<file path="config.mk">
export PLATFORM = sky130hd
export DESIGN_NAME = kung_adder
export DESIGN_NICKNAME = d
export VERILOG_FILES = /design/src/rtl/kung_adder.sv
export SDC_FILE = /design/constraint.sdc
export NUM_CORES = 1
export LEC_CHECK = 0
export CAP_MARGIN = 30
export CORE_MARGIN = 2
export CORE_UTILIZATION = 46
export DETAILED_ROUTE_END_ITERATION = 12
export PLACE_DENSITY = 0.85
export SYNTH_ARGS = -nofsm -noshare
export SYNTH_HDL_FRONTEND = slang
export SYNTH_SLANG_ARGS = --single-unit
</file>
<file path="constraint.sdc">
create_clock -name clk -period 2 [get_ports clk]
set_clock_uncertainty 0.1 [all_clocks]
set_input_delay 0.4 -clock clk [delete_from_list [all_inputs] [get_ports clk]]
set_output_delay 0.4 -clock clk [all_outputs]
set_load 0.02 [all_outputs]
</file>
<file path="src/rtl/kung_adder.sv">
// Brent-Kung parallel-prefix adder with registered sum/cout; latency 1 cycle.
// No backpressure: accepts one operation per cycle, outputs hold when in_valid is low.
module kung_adder #(
    parameter int WIDTH = 16
) (
    input  logic             clk,
    input  logic             rst,
    output logic [WIDTH-1:0] sum,
    output logic             cout,
    input  logic [WIDTH-1:0] a,
    input  logic [WIDTH-1:0] b,
    input  logic             cin,
    input  logic             in_valid,
    output logic             out_valid
);

    localparam int LG = $clog2(WIDTH);
    localparam int NS = 2 * LG;

    // Stage 0 is bit level, stages 1..LG the up-sweep, LG+1..NS-1 the down-sweep.
    logic [WIDTH-1:0] gs [NS];
    logic [WIDTH-1:0] ps [NS];
    logic [WIDTH:0]   c;
    logic [WIDTH-1:0] sum_next;
    logic             unused_p;

    genvar i, k, m;

    generate
        for (i = 0; i < WIDTH; i++) begin : g_bit
            if (i == 0) begin : g_cin
                assign gs[0][i] = (a[i] & b[i]) | ((a[i] ^ b[i]) & cin);
            end else begin : g_plain
                assign gs[0][i] = a[i] & b[i];
            end
            assign ps[0][i] = a[i] ^ b[i];
        end

        for (k = 0; k < LG; k++) begin : g_up
            for (i = 0; i < WIDTH; i++) begin : g_node
                if (((i + 1) % (2 ** (k + 1))) == 0) begin : g_op
                    assign gs[k+1][i] = gs[k][i] | (ps[k][i] & gs[k][i - 2 ** k]);
                    assign ps[k+1][i] = ps[k][i] & ps[k][i - 2 ** k];
                end else begin : g_pass
                    assign gs[k+1][i] = gs[k][i];
                    assign ps[k+1][i] = ps[k][i];
                end
            end
        end

        for (m = 0; m < LG - 1; m++) begin : g_down
            localparam int K = LG - 2 - m;
            for (i = 0; i < WIDTH; i++) begin : g_node
                if ((i >= 3 * (2 ** K) - 1) && (((i + 1 - 2 ** K) % (2 ** (K + 1))) == 0)) begin : g_op
                    assign gs[LG+m+1][i] = gs[LG+m][i] | (ps[LG+m][i] & gs[LG+m][i - 2 ** K]);
                    assign ps[LG+m+1][i] = ps[LG+m][i] & ps[LG+m][i - 2 ** K];
                end else begin : g_pass
                    assign gs[LG+m+1][i] = gs[LG+m][i];
                    assign ps[LG+m+1][i] = ps[LG+m][i];
                end
            end
        end
    endgenerate

    // Group propagate of the full span is not needed for the sum.
    assign unused_p = ^ps[NS-1];

    assign c        = {gs[NS-1], cin};
    assign sum_next = ps[0] ^ c[WIDTH-1:0];

    always_ff @(posedge clk or posedge rst) begin
        if (rst) begin
            sum       <= '0;
            cout      <= 1'b0;
            out_valid <= 1'b0;
        end else begin
            out_valid <= in_valid;
            if (in_valid) begin
                sum  <= sum_next;
                cout <= c[WIDTH];
            end
        end
    end

endmodule

</file>
==> results of run 1 <==
[timing repair]
| item | 4_1_cts | 5_1_grt |
|---|---|---|
| gates resized for setup | 30 | 15 |
| pin swaps | 12 | 11 |
| buffers inserted | 2 | 3 |
| setup endpoints to repair | 16 | 13 |
[cell usage after synthesis]
cell | instances | share of area [%]
a211oi_2 | 1 | 0.97
buf_2 | 3 | 1.2
a41oi_2 | 1 | 1.3
o21ai_0 | 1 | 0.39
a21o_2 | 1 | 0.68
or2_2 | 1 | 0.49
nor2_1 | 12 | 3.5
o21a_1 | 1 | 0.58
o21a_2 | 1 | 0.68
nand2b_1 | 1 | 0.49
o211ai_1 | 2 | 1.2
a21oi_1 | 14 | 5.4
ha_1 | 14 | 14
xnor2_1 | 7 | 4.8
nand4_1 | 1 | 0.49
a21o_1 | 3 | 1.7
mux2_2 | 4 | 3.5
o211ai_2 | 1 | 0.97
o22ai_1 | 1 | 0.49
fa_1 | 9 | 14
mux2_1 | 4 | 3.5
nand2_1 | 4 | 1.2
nor3_1 | 1 | 0.39
o21ai_1 | 1 | 0.39
dfrtp_1 | 18 | 35
inv_1 | 11 | 3.2
[layer usage]
layer  part of all wire, %  up-vias  track usage, %
met5                     0        -               0
met4                   2.7        0            7.97
met3                   3.5       10           0.922
met2                    55       48            40.1
met1                    39      580            26.2
li1                      -      559               -
[cells by family after synthesis]
family,after synthesis
xor gates and xnor gates,7
and+or+nand+nor,20
adders and majority gates,23
AOI/OAI and AO/OA,28
muxes,8
DFF,18
buffers and inverters,14
[state kept, by name, indices dropped and copies added (netlist names)]
register and flops:
out_valid 1, sum 16, cout 1
[power by group]
part           switching (W)  leakage (nW)  internal (W)
logic               0.000344         0.805      0.000412
registers          0.0000464         0.206      0.000439
clock network       0.000127        0.0138     0.0000704
total               0.000517          1.02      0.000922
[stage by stage]
step                      cells  worst slack [ns]  setup TNS [ns]
after floorplan             118            -0.546           -3.79
after global placement      220             -1.26          -14.33
final                       228            -0.555           -4.38
after global routing        228            -0.608           -5.02
after detailed placement    220             -1.35          -15.38
after CTS                   225            -0.488           -3.45
[area by class of cell]
| class | instances | area, um2 |
|---|---|---|
| multi-input cells | 86 | 906 |
| repair buffers | 79 | 742 |
| fillers | 164 | 489 |
| flip-flops and latches | 18 | 450 |
| inverters | 11 | 61.3 |
| well taps | 31 | 38.8 |
| clock buffers | 3 | 22.5 |
[final timing paths]
| check | from | end | depth (start not counted) | slack, ns |
|---|---|---|---|---|
| setup / recovery | a[0] | sum[12] | 11 | -0.55 |
| hold / removal | rst | sum[14] | 2 | 0.39 |
| setup reg to reg | cout | cout | 3 | 0.95 |
| hold reg to reg | sum[1] | sum[1] | 1 | 0.40 |
| max in group asynchronous | rst | out_valid | 2 | 0.96 |
| min in group clk | sum[1] | sum[1] | 1 | 0.40 |
[worst max-delay path, stage by stage]
cell	delay [ns]
buf_8	0.11
inv_12	0.04
fa_2	0.19
inv_2	0.04
fa_2	0.36
a211oi_4	0.25
o211ai_2	0.14
a41oi_2	0.32
inv_1	0.11
fa_2	0.42
mux2_4	0.26
==> summary.md, run 1 <==
| Metric | Value |
|---|---|
| Slew Limit Headroom | `52.9%` |
| Leading cell type in the layout, fill and taps excluded | `clkdlybuf4s50_1` |
| Routed len/inst | `17.8 um` |
| RSZ-0062 raised after global routing | `true` |
| Maximum clock frequency | `391 MHz` |
| Failing checks | `negative setup slack` |
| Crit start category | `input port` |
| Initial Util | `47.5%` |
| Sequential area share after synthesis | `35.0%` |
| Post-Syn Nets | `177` |
| Placed cell area | `2050 um2` |
| Cell Rows | `19` |
| Worst-Skew Late Latency | `0.31 ns` |
| CP Class | `in2reg` |
| Seq cells post-synth | `18` |
| Post-Syn Area | `1290 um2` |
| Total CTS buffers | `3` |
| PortBufs | `53` |
| Lkg Pwr | `1.02 nW` |
| Core area | `2710 um2` |
| Max-cap violations | `0` |
| First-pass DRT Iterations | `4` |
| Adder-cell share of the synthesized area | `27.6%` |
| Xor-xnor portion of the synthesized cell area | `4.76%` |
| CP arrival | `2.66 ns` |
| Grt ovf | `0` |
| Initial drt markers | `35` |
| Final wirelength | `4.06 mm` |
| WP data required | `2.10 ns` |
| Synth warn | `0` |
| Total GRT Usage | `21.5%` |
| Via count of the first global-routing pass | `1282` |
| Die area | `3240 um2` |
| Hold Path Class | `in2async` |
| Io pins | `54` |
| DRC errors left | `0` |
| Fraction of synthesized area in multiplexers | `7.00%` |
| CTS Buffer Depth | `2` |
| PwrDens | `648 nW/um2` |
| Slew @ Worst Pin | `0.705 ns` |
| Largest net degree at the start of global routing | `19` |
| Synth cell types | `26` |
| Max VDD drop | `0.578 mV` |
| Most frequent cells in the layout | `42 x clkdlybuf4s50_1, 25 x buf_4, 18 x dfrtp_1, 11 x nor2_1, 11 x ha_1` |
| Worst-path clk slew | `0.11 ns` |
| Main combinational cell family by area after synthesis | `adder cells` |
| CTS tree | `yes` |
| CTS root buf | `clkbuf_4` |
| Clock sink total | `18` |
| P&R area growth vs syn | `72.5%` |
| Fin area | `2220 um2` |
| Initial antenna violation count | `0` |
| Final Util | `81.9%` |
| Max Slew Vio Count | `0` |
| Total power | `0.00144 W` |
| Die X | `56.9 um` |
| Layout cells sized above 1 | `36.0%` |
| Simple-gate area share of the yosys netlist | `6.51%` |
| ANT cells | `0` |
| CTS hold repair buffers | `0` |
| Via/cell ratio | `5.25` |
| ANT nets after route | `0` |
| Post-DP HPWL | `2.60 mm` |
| Critical Path End Type | `register` |
| Final worst-path cycle share | `128%` |
| Final setup fails | `13` |
| Run status | `complete, but fails checks` |
| Mapped Cells | `118` |
| Syn_area_per_cell | `10.9 um2` |
| Minimum clock period after layout | `2.55 ns` |
| First-pass GRT wire length | `5.42 mm` |
| Hold slack final | `0.394 ns` |
| Vias | `1197` |
| H-tree depth | `1` |
| Nets@finish | `258` |
| CP max FO | `3` |
| Setup ws final | `-0.555 ns` |
| Final hold viol count | `0` |
| Die Height | `56.9 um` |
| Compound-cell area share of the yosys netlist | `14.8%` |
| RD Place Congestion | `0.814` |
Note: power is estimated with default switching activity, not from simulation.
==> run 2, diff against run 1 <==
Settings changed: GPL_TIMING_DRIVEN set to 0.
==> run 2 against run 1 <==
Clock power fell by 5%. Hold slack got worse by 0.0094 ns. Wire length fell by 11%. Utilization fell by 3.9 points. Critical path depth fell by 3. Sequential share of layout area rose by 1.0 points. Die area did not move. Total power fell by 2.7%. The run still ends with negative setup slack left.
==> summary.md, run 2 (synthesized netlist as in run 1, its figures left out) <==
| Metric | Value |
|---|---|
| Initial Util | `47.5% (unchanged)` |
| WP data required | `2.10 ns (about the same)` |
| Slew Limit Headroom | `56.1% (+3.1 points)` |
| Top delay family on crit path | `adder cells` |
| CTS root buf | `clkbuf_4` |
| PortBufs | `53 (unchanged)` |
| CTS tree | `yes` |
| First-pass DRT Iterations | `4 (unchanged)` |
| FF-to-FF End | `cout` |
| P&R area growth vs syn | `64.2%` |
| Minimum clock period after layout | `2.54 ns (-0.0106 ns)` |
| Net Sw Power | `0.000495 W (-4.3%)` |
| Grt ovf | `0 (unchanged)` |
| Leading cell type in the layout, fill and taps excluded | `clkdlybuf4s50_1` |
| First-pass GRT wire length | `5.42 mm (-0.13%)` |
| Switching share of power | `35.4% (-0.56 points)` |
| Cell Rows | `19 (unchanged)` |
| Int Pwr | `0.000904 W (-1.9%)` |
| Slowest CP cell | `fa_2` |
| Io pins | `54 (unchanged)` |
| Worst Setup SP | `a[7]` |
| Setup ws final | `-0.544 ns (+0.0106 ns)` |
| Post-DP HPWL | `2.51 mm (-3.7%)` |
| DRC errors left | `0 (unchanged)` |
| CP Class | `in2reg` |
| PwrDens | `662 nW/um2 (+2.1%)` |
| Final setup fails | `13 (unchanged)` |
| Max reg flops | `16 (unchanged)` |
| Most flops, register | `sum` |
| Met3 WL | `172 um (+22%)` |
| Buffers & Inverters on Critical Path | `1 (-3)` |
| Run status | `complete, but fails checks` |
| Failing checks | `negative setup slack` |
| Crit start category | `input port` |
| Total CTS buffers | `3 (unchanged)` |
| Most frequent cells in the layout | `41 x clkdlybuf4s50_1, 18 x dfrtp_1, 12 x nor2_1, 11 x ha_1, 9 x fa_2` |
| Number of fill cells | `181 (+10%)` |
| Initial antenna violation count | `0 (unchanged)` |
| Part of the power in registers | `34.7% (+0.9 points)` |
| Crit path cell chain | `clkdlybuf4s50_1, ha_1, o211ai_1, nor2_1, a41oi_2, a21oi_2, fa_2, mux2_4` |
| Layout cells sized above 1 | `30.7% (-5.3 points)` |
| Biggest regs | `sum x16, cout x1, out_valid x1` |
| Routed len/inst | `17.2 um (-3.4%)` |
| Worst Reg-to-Reg Cells | `3 (unchanged)` |
| M1 WL | `1.22 mm (-23%)` |
| Worst stage delay on the critical path | `0.44 ns (+0.02 ns)` |
| Critical Path End Type | `register` |
| H-tree depth | `1 (unchanged)` |
| R2r startpoint | `cout` |
| Total GRT Usage | `21.9% (+0.38 points)` |
| Die X | `56.9 um (unchanged)` |
| Final wirelength | `3.62 mm (-11%)` |
| Comb pwr share | `52.0% (-0.5 points)` |
| ANT nets after route | `0 (unchanged)` |
| Total power | `0.00140 W (-2.7%)` |
| Final worst-path cycle share | `127% (-0.53 points)` |
| ANT cells | `0 (unchanged)` |
| Via count of the first global-routing pass | `1242 (-3.1%)` |
| Vias | `1156 (-3.4%)` |
| RSZ-0062 raised after global routing | `true` |
| Worst-Skew Late Latency | `0.30 ns (about the same)` |
| Critical path destination | `sum[14]` |
| Worst-path clk slew | `0.10 ns (about the same)` |
| CP max FO | `4 (+1)` |
| Hold Path Class | `in2async` |
| Largest net degree at the start of global routing | `19 (unchanged)` |
| Highest metal used | `met4` |
| Die Height | `56.9 um (unchanged)` |
| Nets@finish | `240 (-7.0%)` |
| CTS Buffer Depth | `2 (unchanged)` |
| Max VDD drop | `0.501 mV (-13%)` |
| Max-cap violations | `0 (unchanged)` |
| Via/cell ratio | `5.50 (+4.9%)` |
| Lkg Pwr | `0.960 nW (-6.3%)` |
| RD Place Congestion | `0.753 (-7.4%)` |
| Clock sink total | `18 (unchanged)` |
| Reg2reg setup slack | `0.98 ns (+0.03 ns)` |
| Met2 wire len | `2.06 mm (-7.2%)` |
| Stages on the worst setup path | `8 (-3)` |
| Max Slew Vio Count | `0 (unchanged)` |
| Share of total power in the clock network | `13.3% (-0.4 points)` |
| Maximum clock frequency | `393 MHz (+0.42%)` |
| Post-route setup TNS | `-4.93 ns (-0.547 ns)` |
| Final hold viol count | `0 (unchanged)` |
| Die area | `3240 um2 (unchanged)` |
| CP arrival | `2.64 ns (-0.02 ns)` |
| CTS hold repair buffers | `0 (unchanged)` |
| Slew @ Worst Pin | `0.658 ns (-0.0470 ns)` |
| Initial drt markers | `33 (-5.7%)` |
| Core area | `2710 um2 (unchanged)` |
## run 2: cell count changes in the layout (fill, tap and decap cells not counted), moves of 2 or more
cell	previous run	this run
buf_4	25	3
buf_2	0	3
a21oi_1	10	8
a21oi_2	4	6
## run 2: layer usage
layer | track usage, % | vias to the layer above
li1 | - | 527
met1 | 21.4 | 571
met2 | 43.8 | 45
met3 | 3.69 | 13
met4 | 9.63 | 0
met5 | 0 | -
## run 2: repair_timing
action | in CTS | in global routing
setup buffers | 4 | 1
pin swaps | 16 | 14
endpoints found under the setup margin | 16 | 13
resized for setup | 33 | 16
## run 2: worst min path at each step
stage / start / cells after the start / to / slack (ns)
finish: rst / 2 / sum[13] / 0.38
global route: cin / 4 / sum[0] / 0.43
CTS: rst / 2 / sum[13] / 0.41
detailed placement: sum[14] / 1 / sum[14] / 0.38
global placement: sum[1] / 1 / sum[1] / 0.37
floorplan: rst / 1 / cout / 0.24
## run 2: area by class of cell
cell class	instances	area [um2]	share of cell area, %
Sequential cell	18	450	21.3
Tap cell	31	38.8	1.83
Timing Repair Buffer	58	591	27.9
Inverter	11	58.8	2.78
Multi-Input combinational cell	86	938	44.4
Clock buffer	3	22.5	1.07
Buffer	3	15.0	0.710
## run 2: power groups by stage
| stage | clock network (W) | registers [W] | logic (W) |
|---|---|---|---|
| floorplan | 0 | 0.000579 | 0.000234 |
| global placement | 0 | 0.000485 | 0.000601 |
| detailed placement | 0 | 0.000489 | 0.000624 |
| CTS | 0.000183 | 0.000482 | 0.000674 |
| global route | 0.000207 | 0.000492 | 0.000771 |
| finish | 0.000187 | 0.000485 | 0.000727 |
## run 2: worst reg2reg max path: stages (launching register included)
cell     delay, ns
dfrtp_1       0.35
nor2_1        0.05
or2_2         0.30
o22ai_1       0.15
## run 2: stage by stage
stage / hold WS, ns / setup slack (ns) / util (%) / cell area (um2) / instances
2_1_floorplan: 0.239 / -0.546 / - / 1340 / 118
3_3_place_gp: 0.369 / -1.35 / 70.4 / 1910 / 202
3_5_place_dp: 0.377 / -1.37 / 70.4 / 1910 / 202
4_1_cts: 0.413 / -0.543 / 75.0 / 2030 / 209
5_1_grt: 0.434 / -0.616 / 78.0 / 2110 / 210
6_report: 0.384 / -0.544 / 78.0 / 2110 / 210
